--- src/rtl/snn_seq_ctrl.sv ---
// -----------------------------------------------------------------------------
// snn_seq_ctrl - top-level sequencer for the digit-recognition datapath.
//
// Flow: stream NUM_PIXELS bytes from uart_rx into the input RAM, pulse
// core_start, hand the RAM address to snn_core while it runs, then latch the
// classified digit onto the LEDs and send it as ASCII through uart_tx.
//
// Optional feature macro: PIXEL_TIMEOUT_EN
//   Defined   : LOAD aborts after TIMEOUT_CYC idle cycles between bytes
//               (timeout_err pulses, next byte is pixel 0).
//   Undefined : LOAD waits indefinitely, timeout_err is constant 0.
//
// Ports:
//   clk, rst_n               clock, asynchronous active-low reset
//   rx_rdy, rx_data          byte strobe / byte from uart_rx
//   ram_we, ram_addr,        input RAM write port; ram_addr is muxed to
//   ram_wdata                core_addr once the image is loaded
//   core_addr                snn_core read address
//   core_start               one-cycle start pulse to snn_core
//   core_done, core_digit    completion level and classified digit
//   tx_start, tx_data,       uart_tx start pulse, byte, ready level
//   tx_rdy
//   led                      {4'h0, last digit}
//   busy                     high in every state except IDLE
//   rx_drop                  byte discarded because no load was possible
//   timeout_err              load aborted by inter-byte timeout
// -----------------------------------------------------------------------------
module snn_seq_ctrl #(
    parameter int NUM_PIXELS  = 784,
    parameter int ADDR_W      = 10,
    parameter int TIMEOUT_CYC = 50000000
) (
    input  logic              clk,
    input  logic              rst_n,
    input  logic              rx_rdy,
    input  logic [7:0]        rx_data,
    output logic              ram_we,
    output logic [ADDR_W-1:0] ram_addr,
    output logic [7:0]        ram_wdata,
    input  logic [ADDR_W-1:0] core_addr,
    output logic              core_start,
    input  logic              core_done,
    input  logic [3:0]        core_digit,
    output logic              tx_start,
    output logic [7:0]        tx_data,
    input  logic              tx_rdy,
    output logic [7:0]        led,
    output logic              busy,
    output logic              rx_drop,
    output logic              timeout_err
);

    typedef enum logic [2:0] {
        S_IDLE,
        S_LOAD,
        S_START,
        S_RUN,
        S_TX,
        S_TX_WAIT
    } state_t;

    localparam logic [ADDR_W-1:0] LAST_ADDR = ADDR_W'(NUM_PIXELS - 1);

    generate
        if ((2 ** ADDR_W) < NUM_PIXELS || TIMEOUT_CYC < 2) begin : g_bad_cfg
            $error("snn_seq_ctrl: ADDR_W too small for NUM_PIXELS or TIMEOUT_CYC < 2");
        end
    endgenerate

    state_t            state_reg;
    logic [ADDR_W-1:0] pixel_cnt_reg;
    logic [3:0]        digit_q_reg;
    logic [7:0]        tx_data_reg;
    logic              core_start_reg;
    logic              tx_start_reg;
    logic              tx_guard_reg;
    logic              loading;
    logic              timeout_hit;

    function automatic logic [7:0] digit_ascii(input logic [3:0] d);
        return (d <= 4'd9) ? (8'h30 + {4'h0, d}) : 8'h3F;
    endfunction

    // The RAM belongs to the loader in IDLE/LOAD and to snn_core otherwise.
    assign loading     = (state_reg == S_IDLE) || (state_reg == S_LOAD);
    assign ram_we      = loading && rx_rdy;
    assign ram_wdata   = ram_we ? rx_data : 8'h00;
    assign ram_addr    = loading ? pixel_cnt_reg : core_addr;
    assign rx_drop     = rx_rdy && !loading;
    assign busy        = (state_reg != S_IDLE);
    assign core_start  = core_start_reg;
    assign tx_start    = tx_start_reg;
    assign tx_data     = tx_data_reg;
    assign led         = {4'h0, digit_q_reg};

`ifdef PIXEL_TIMEOUT_EN
    localparam int IDLE_W = (TIMEOUT_CYC > 1) ? $clog2(TIMEOUT_CYC) : 1;

    logic [IDLE_W-1:0] idle_cnt_reg;
    logic              timeout_err_reg;

    // A byte arriving on the terminal count still wins over the timeout.
    assign timeout_hit = (state_reg == S_LOAD) && !rx_rdy &&
                         (idle_cnt_reg == IDLE_W'(TIMEOUT_CYC - 1));
    assign timeout_err = timeout_err_reg;

    always_ff @(posedge clk or negedge rst_n) begin
        if (!rst_n) begin
            idle_cnt_reg    <= '0;
            timeout_err_reg <= 1'b0;
        end else begin
            timeout_err_reg <= timeout_hit;
            if (state_reg != S_LOAD || rx_rdy || timeout_hit) begin
                idle_cnt_reg <= '0;
            end else begin
                idle_cnt_reg <= idle_cnt_reg + 1'b1;
            end
        end
    end
`else
    assign timeout_hit = 1'b0;
    assign timeout_err = 1'b0;
`endif

    always_ff @(posedge clk or negedge rst_n) begin
        if (!rst_n) begin
            state_reg      <= S_IDLE;
            pixel_cnt_reg  <= '0;
            digit_q_reg    <= 4'h0;
            tx_data_reg    <= 8'h00;
            core_start_reg <= 1'b0;
            tx_start_reg   <= 1'b0;
            tx_guard_reg   <= 1'b0;
        end else begin
            core_start_reg <= 1'b0;
            tx_start_reg   <= 1'b0;
            case (state_reg)
                S_IDLE: begin
                    if (rx_rdy) begin
                        pixel_cnt_reg <= ADDR_W'(1);
                        state_reg     <= S_LOAD;
                    end
                end
                S_LOAD: begin
                    if (rx_rdy) begin
                        if (pixel_cnt_reg == LAST_ADDR) begin
                            pixel_cnt_reg  <= '0;
                            core_start_reg <= 1'b1;
                            state_reg      <= S_START;
                        end else begin
                            pixel_cnt_reg <= pixel_cnt_reg + 1'b1;
                        end
                    end else if (timeout_hit) begin
                        pixel_cnt_reg <= '0;
                        state_reg     <= S_IDLE;
                    end
                end
                S_START: begin
                    state_reg <= S_RUN;
                end
                S_RUN: begin
                    if (core_done) begin
                        digit_q_reg <= core_digit;
                        tx_data_reg <= digit_ascii(core_digit);
                        state_reg   <= S_TX;
                    end
                end
                S_TX: begin
                    if (tx_rdy) begin
                        tx_start_reg <= 1'b1;
                        tx_guard_reg <= 1'b1;
                        state_reg    <= S_TX_WAIT;
                    end
                end
                S_TX_WAIT: begin
                    // uart_tx has not dropped tx_rdy yet on the first cycle.
                    if (tx_guard_reg) begin
                        tx_guard_reg <= 1'b0;
                    end else if (tx_rdy) begin
                        state_reg <= S_IDLE;
                    end
                end
                default: begin
                    state_reg <= S_IDLE;
                end
            endcase
        end
    end

endmodule

--- config.mk ---
export PLATFORM = sky130hd
export DESIGN_NAME = snn_seq_ctrl
export DESIGN_NICKNAME = d
export VERILOG_FILES = /design/src/rtl/snn_seq_ctrl.sv
export SDC_FILE = /design/constraint.sdc
export NUM_CORES = 1
export LEC_CHECK = 0
export CAP_MARGIN = 20
export CORE_ASPECT_RATIO = 0.7
export CORE_UTILIZATION = 36
export DETAILED_ROUTE_END_ITERATION = 7
export PLACE_DENSITY = 0.77
export REMOVE_ABC_BUFFERS = 1
export SYNTH_ARGS = -nofsm -noshare
export SYNTH_HDL_FRONTEND = slang
export SYNTH_SLANG_ARGS = --single-unit
export TNS_END_PERCENT = 20
--- constraint.sdc ---
create_clock -name clk -period 1.7 [get_ports clk]
set_clock_uncertainty 0.1 [all_clocks]
set_input_delay 0.34 -clock clk [delete_from_list [all_inputs] [get_ports clk]]
set_output_delay 0.34 -clock clk [all_outputs]
set_load 0.1 [all_outputs]
* After elaboration in Yosys (flattened, before gate mapping)
Index checks and enable logic that the tools add are counted.
** Cells by class
- $add $sub $neg :: 2
- Order comparisons :: 1
- Eq/ne operators :: 13
- Multiplexer cells :: 22
- Reduce and logical (&&, ||, !) cells :: 12
** Operators with widths (number)
- $mux 10 :: 4
- $mux 3 :: 7
- $pmux 10 s2 :: 1
- $pmux 3 s6 :: 1
- $ne 2x2->1 const B :: 6
- $add 10x1->10 const B :: 1
- $eq 10x10->1 const B :: 1
- $mux 8 :: 1
- $add 6x4->7 const A :: 1
- $mux 7 :: 1
- $reduce_and 7->1 :: 1
- $eq 3x2->1 const B :: 2
- $eq 3x3->1 const B :: 2
- $mux 1 :: 6
- $le 4x4->1 const B :: 1
- $reduce_and 2->1 :: 2
- $reduce_bool 2->1 :: 2
- $eq 3x1->1 const B :: 1
- $logic_not 3->1 :: 1
- $reduce_and 3->1 :: 1
- $reduce_bool 3->1 :: 1
- $logic_and 1x1->1 :: 2
- $ne 2x1->1 const B :: 1
- $pmux 1 s2 :: 1
- 2 further kinds :: 2
** Word-level totals
- Flip-flop bits (word level) :: 28
- Input port bits :: 27
- Output and inout bits :: 40

* Longest topological paths before layout
Gate-level depths: netlist (run 1).
- Depth in word-level cells :: 4
- Depth in mapped cells :: 7
- Depth with buffers taken out :: 5

* Worst setup path after synthesis (run 1)
OpenSTA, ideal clock, no wires.
- Kind :: register to output
- From :: register state_reg[1]
- To :: output port ram_wdata[0]
- Data arrival time :: 2825 ps
- Slack :: -1565 ps
- Cell stages (with the launch flop) :: 6
- Buffers on the path :: 2
- Path through :: dfrtp_1 > buf_6 > or3b_4 > inv_1 > clkbuf_1 > and2_1
** On the way
- Longest elaborated chain between the ends :: 4
** Ends and longest elaborated chain
- start: declaration :: line 70 : state_t state_reg;
- start signal: assignment :: line 127 : state_reg <= S_IDLE;
- start signal: assignment :: line 141 : state_reg <= S_LOAD;
- start signal: assignment :: line 149 : state_reg <= S_START;
- $eq 3x1->1 or $logic_not 3->1 (tied branches) :: line 85 : assign loading = (state_reg == S_IDLE) || (state_reg == S_LOAD);
- $logic_or 1x1->1 (*) :: line 85
- $logic_and 1x1->1 (*) :: line 86 : assign ram_we = loading && rx_rdy;
- net ram_we :: line 37 : output logic ram_we,
- $mux 8 (*) :: line 87 : assign ram_wdata = ram_we ? rx_data : 8'h00;
- end: declaration :: line 39 : output logic [7:0] ram_wdata,
The timed path passes the listed nets; every way through them passes the cells marked *.

* Final worst setup path (run 1)
- From :: register state_reg[1]
- To :: output port ram_wdata[7]
** On the way
- Longest elaborated chain between the ends :: 4
** Ends and longest elaborated chain (line)
- $eq 3x1->1 or $logic_not 3->1 (tied branches) :: 85
- $logic_or 1x1->1 (*) :: 85
- $logic_and 1x1->1 (*) :: 86
- $mux 8 (*) :: 87
Mark *: on every way between the ends. The rest lies on a longest branch, timed or not.

==> impl_metrics.toml, run 1 <==
[power]
powerDensity_nw_per_um2 = 1280
vdd_drop_max_mv = 1.24
p_leak_nw = 1.22
power_mw = 3.40

[global_routing]
grt-ovfl-total = 0
grt_pass1_wl_um = 6320
grt_pass1_vias = 1313
antenna_found_initial = 0
grt_usage = 0.196
grt_max_degree = 26

[synth]
synth_cells = 148
avgSynthCellArea_um2 = 9.69
yosys_warnings = 0
synth.area.top_cells = "dfrtp_1 (44%), mux2_2 (13%), nand2_1 (4.7%)"
yosysSeqAreaShare = 0.436
mappedNetlistArea_um2 = 1430
synth_top_area_frac = 0.436
synth_area_leader_cell = "dfrtp_1"
ys_seq_elements = 25
synth_cell_types = 34

[finish]
filler_cell_count = 260
largest_reg_flops = 10
drive_gt1_frac = 0.440
areaGrowthSynthToFinish_pct = 85.8
stdcell_count = 275
fin_util = 0.726
final_net_count = 254
antenna_cells = 0

[place]
io_buffers = 59
post-place-cells = 265
dp_hpwl_um = 2850
place.gp.congestion = 0.817

[worst_hold_path]
min_path_type = "input port to async pin"

[timing]
fin_tns_setup_ps = -6150
hold_slack_ps = 344
rsz0062_at_grt = "yes"
finalWorstSetupSlack_ps = -322
finalHoldViolCount = 0
fmax_ghz = 0.495
setup_viol = 27
fin_crit_ps = 2020
finalCritPeriodShare = 1.19
maxSlewViolCount = 0

[worst_setup_path]
cp_num_buf_inv = 2
cp.depth = 4
slowest_stage = "or3b_4"
worstSetupPathType = "register to output port"
crit_family = "simple AND/OR/NAND/NOR gates"
end_kind = "output port"
rr_worst_depth = 6
arrival_ps = 1580
required_ps = 1260
crit_chain = "or3b_4, clkinvlp_4, and2_4, buf_12"
slowest_delay_ps = 450
cp_max_fo = 5
reg2reg_setup_slack_ps = -110
critPathLaunchType = "register"

[routing]
drc = 0
wl_um = 3840
dr.max_layer_used = "met4"
num_vias = 1352
ant_nets = 0
wl_met2_um = 1860
wl_met1_um = 1730
drt_iter0_drc = 77
wl_per_cell_um = 13.9
wl_met3_um = 236
routed_via_density = 4.92
dr.pass1.iters = 4

[clock_tree]
cts_tree = "yes"
clkTransAtPathRegs_ps = 90
cts_buffers = 3
cts_root_buf = "clkbuf_8"
ctsHoldBuffers = 0
cts_max_level = 1
clockBufferDepth = 2
clock_sink_count = 25
clk_latency_ps = 270

[floorplanning]
die_h_um = 54.8
ios = 67
die-area_um2 = 4240
start_util = 0.391
die_w_um = 77.4
core_area_um2 = 3670
rows = 18

[outcome]
outcome = "finished with violations"
violations = "setup timing"

[job]
cap_violations = 0
==> cells in the final DEF, fill, tap and decap left out, types with 5 or more instances in the layout <==
| cell type | instances |
|---|---|
| buf_12 | 33 |
| clkdlybuf4s50_1 | 25 |
| dfrtp_1 | 24 |
| buf_4 | 20 |
| nand2_1 | 18 |
| mux2_2 | 12 |
| nor2_1 | 10 |
| and2_4 | 8 |
| o21ai_0 | 7 |
| conb_1 | 7 |
| a21oi_1 | 6 |
| xnor2_1 | 5 |
==> cell families after synthesis <==
| kind of cell | after synthesis | synth area share |
|---|---|---|
| adders and majority gates | 1 | 0.00872 |
| and+or+nand+nor | 61 | 0.220 |
| DFF | 25 | 0.436 |
| buffers and inverters | 18 | 0.0855 |
| muxes | 18 | 0.140 |
| AOI/OAI and AO/OA | 18 | 0.0707 |
| xor gates and xnor gates | 6 | 0.0366 |
| other | 1 | 0.00262 |
==> where the power goes <==
group / switching, mW / leakage [nW] / internal [mW]
combinational: 1.39 / 0.872 / 0.856
sequential: 0.102 / 0.322 / 0.695
clock: 0.193 / 0.0255 / 0.164
==> per-stage QoR <==
stage	setup WS [ps]	cell area, µm²
after floorplan	-1230	1350
after global placement	-508	2460
after detailed placement	-550	2460
after CTS	-330	2620
after global routing	-388	2660
final	-322	2660
==> Yosys cell counts <==
cell type  count
a22o_2         1
conb_1         1
o21a_1         1
dfrtp_1       25
nand4b_1       1
o21ai_0        8
nand3_1        4
mux2i_1        2
nor4_1         5
and2_1         8
and3_1         2
buf_4          8
clkbuf_8       1
nand4_1        1
xnor2_1        5
or3b_4         1
or2_2          1
a211oi_1       1
ha_1           1
a31oi_1        1
buf_6          2
nor3_1         3
nand2_1       18
nor2_1        11
mux2_2        16
inv_1          3
clkbuf_1       4
and2b_2        1
and3b_1        1
nor2b_1        2
a21oi_1        6
xor2_1         1
nand2b_1       1
and4_1         1
==> routing by layer <==
metal / track usage / up-vias
met5: 0 / -
met4: 0.0503 / 0
met3: 0.0533 / 4
met2: 0.336 / 47
met1: 0.251 / 654
li1: - / 647
==> cell type report <==
type / instances / area (µm²) / area share
Tap cell: 50 / 62.6 / 0.0235
Timing Repair inverter: 1 / 7.51 / 0.00282
Clock inverter: 1 / 5.00 / 0.00188
Clock buffer: 3 / 41.3 / 0.0155
Sequential cell: 25 / 627 / 0.235
Timing Repair Buffer: 81 / 1090 / 0.410
Multi-Input combinational cell: 111 / 813 / 0.305
Inverter: 3 / 15.0 / 0.00564
==> repair_timing <==
action                     in CTS  in global routing
pin swaps                       9                  2
setup endpoints to repair      29                 31
gates resized for setup        25                  7
cloned                          1                  0
setup buffers                   4                  1
==> final timing paths <==
check | start | to
worst max-delay path | state_reg[1] | ram_wdata[7]
worst min-delay path | rst_n | pixel_cnt_reg[8]
worst max register to register | state_reg[1] | pixel_cnt_reg[0]
worst min register to register | tx_data[1] | tx_data[1]
max in group asynchronous | rst_n | state_reg[2]
min in group clk | tx_data[1] | tx_data[1]
Note: power is estimated with default switching activity, not from simulation.
==> inputs of run 2 (changes only) <==
--- a/config.mk
+++ b/config.mk
@@ -7,10 +7,11 @@
 export LEC_CHECK = 0
 export CAP_MARGIN = 20
 export CORE_ASPECT_RATIO = 0.7
-export CORE_UTILIZATION = 36
+export CORE_UTILIZATION = 37
 export DETAILED_ROUTE_END_ITERATION = 7
-export PLACE_DENSITY = 0.77
+export PLACE_DENSITY = 0.79
 export REMOVE_ABC_BUFFERS = 1
+export SLEW_MARGIN = 0
 export SYNTH_ARGS = -nofsm -noshare
 export SYNTH_HDL_FRONTEND = slang
 export SYNTH_SLANG_ARGS = --single-unit
==> run 2 against run 1 <==
Compared with the run above:
- the flow still finishes with violations (setup timing)
- core utilization rose by 2.1 points
- critical path type unchanged
- routed wire length is 5.9% higher
- largest cell class unchanged
- sequential cell count unchanged
- design area rose by 0.99%
==> impl_metrics.toml, run 2 (synthesis results as in run 1) <==
[floorplanning]
ios = 67
core_area_um2 = 3600
start_util = 0.398
rows = 18
die_w_um = 76.4
die_h_um = 54.1
die-area_um2 = 4130

[routing]
num_vias = 1329
ant_nets = 0
wl_per_cell_um = 14.9
drc = 0
routed_via_density = 4.89
drt_iter0_drc = 58
wl_um = 4060
dr.pass1.iters = 4

[job]
cap_violations = 0

[power]
power_frac_seq = 0.235
p_int_mw = 1.76
combPwrFrac = 0.665
swShare = 0.493
p_leak_nw = 1.24
vdd_drop_max_mv = 1.50
powerDensity_nw_per_um2 = 1290
pwr-share-clk = 0.100
switching_power_mw = 1.71

[worst_setup_path]
cp_max_fo = 6
reg2reg_setup_slack_ps = -140
rr_worst_depth = 5
crit_chain = "or3b_4, clkinvlp_4, and2_4, buf_12"
reg2reg_from = "state_reg[2]"
reg2reg_to = "pixel_cnt_reg[7]"
worstSetupPathType = "register to output port"
arrival_ps = 1650
critPathLaunchType = "register"
slowest_delay_ps = 470
required_ps = 1260
end_kind = "output port"
slowest_stage = "dfrtp_2"

[clock_tree]
clockBufferDepth = 2
ctsHoldBuffers = 0
cts_root_buf = "clkbuf_8"
cts_buffers = 3
clock_sink_count = 25
clk_latency_ps = 270
clkTransAtPathRegs_ps = 90
cts_max_level = 1
cts_tree = "yes"

[global_routing]
grt_pass1_vias = 1271
grt_usage = 0.210
antenna_found_initial = 0
grt_pass1_wl_um = 6500
grt-ovfl-total = 0
grt_max_degree = 26

[timing]
setup_viol = 26
fmax_ghz = 0.478
finalCritPeriodShare = 1.23
maxSlewViolCount = 0
fin_crit_ps = 2090
rsz0062_at_grt = "yes"
finalWorstSetupSlack_ps = -393
finalHoldViolCount = 0

[finish]
layout_commonest_cell = "buf_12"
areaGrowthSynthToFinish_pct = 87.6
stdcell_count = 272
largest_reg_flops = 10
antenna_cells = 0
fin_area_um2 = 2690
final_net_count = 251
layout_common_cells = "buf_12 (34), clkdlybuf4s50_1 (25), dfrtp_1 (23), nand2_1 (17), buf_4 (16)"
drive_gt1_frac = 0.437

[place]
dp_hpwl_um = 2930
place_area_um2 = 2480
io_buffers = 59
post-place-cells = 266
place.gp.congestion = 0.837

[outcome]
violations = "setup timing"
outcome = "finished with violations"

[worst_hold_path]
min_path_type = "input port to async pin"
run 2: final cells by class:
class,count,area (µm²)
repair buffers,78,1080
fillers,247,913
multi-input cells,111,848
flip-flops and latches,25,628
well taps,50,62.6
clock buffers,3,41.3
inverters,3,15.0
repair inverters,1,7.51
clock inverters,1,5.00
run 2: stage by stage:
step / power (mW) / setup WS, ps / utilization / hold WS [ps] / setup TNS [ps]
floorplan: 2.10 / -1230 / - / -55.6 / -17050
global placement: 2.89 / -505 / 0.687 / 427 / -10090
detailed placement: 2.95 / -548 / 0.687 / 441 / -11640
CTS: 3.45 / -387 / 0.736 / 343 / -6890
global route: 3.60 / -430 / 0.747 / 366 / -8280
finish: 3.47 / -393 / 0.747 / 333 / -6700
run 2: routing by layer:
| layer | track usage | routed length [µm] |
|---|---|---|
| met2 | 0.386 | 2080 |
| met4 | 0.0481 | 43 |
| met5 | 0 | 0 |
| met3 | 0.0525 | 230 |
| met1 | 0.254 | 1710 |
run 2: repair_timing:
| action | CTS | global route |
|---|---|---|
| buffers inserted | 0 | 1 |
| gates resized for setup | 32 | 8 |
| pin swaps | 9 | 0 |
| setup endpoints to repair | 31 | 35 |
| gates cloned | 1 | 0 |
run 2: critical path: cells and delay by family (launching register included):
| family | cells | cell delay, ps |
|---|---|---|
| flip-flops | 1 | 470 |
| buffers and inverters | 2 | 310 |
| AND/OR/NAND/NOR | 2 | 610 |
run 2: worst max path at each step:
stage | startpoint | end | slack, ps | cells after the start
6_report | state_reg[2] | ram_wdata[4] | -390 | 4
5_1_grt | state_reg[2] | ram_wdata[4] | -430 | 4
4_1_cts | state_reg[2] | ram_wdata[3] | -390 | 4
3_5_place_dp | rx_rdy | ram_wdata[1] | -550 | 5
3_3_place_gp | rx_rdy | ram_wdata[6] | -510 | 5
2_1_floorplan | state_reg[2] | ram_wdata[0] | -1230 | 3
run 2: power groups by stage:
| stage | Clock, mW | Combinational, mW | Sequential, mW |
|---|---|---|---|
| floorplan | 0 | 1.22 | 0.882 |
| global placement | 0 | 2.10 | 0.796 |
| detailed placement | 0 | 2.14 | 0.805 |
| CTS | 0.361 | 2.29 | 0.801 |
| global route | 0.386 | 2.39 | 0.827 |
| finish | 0.347 | 2.31 | 0.816 |
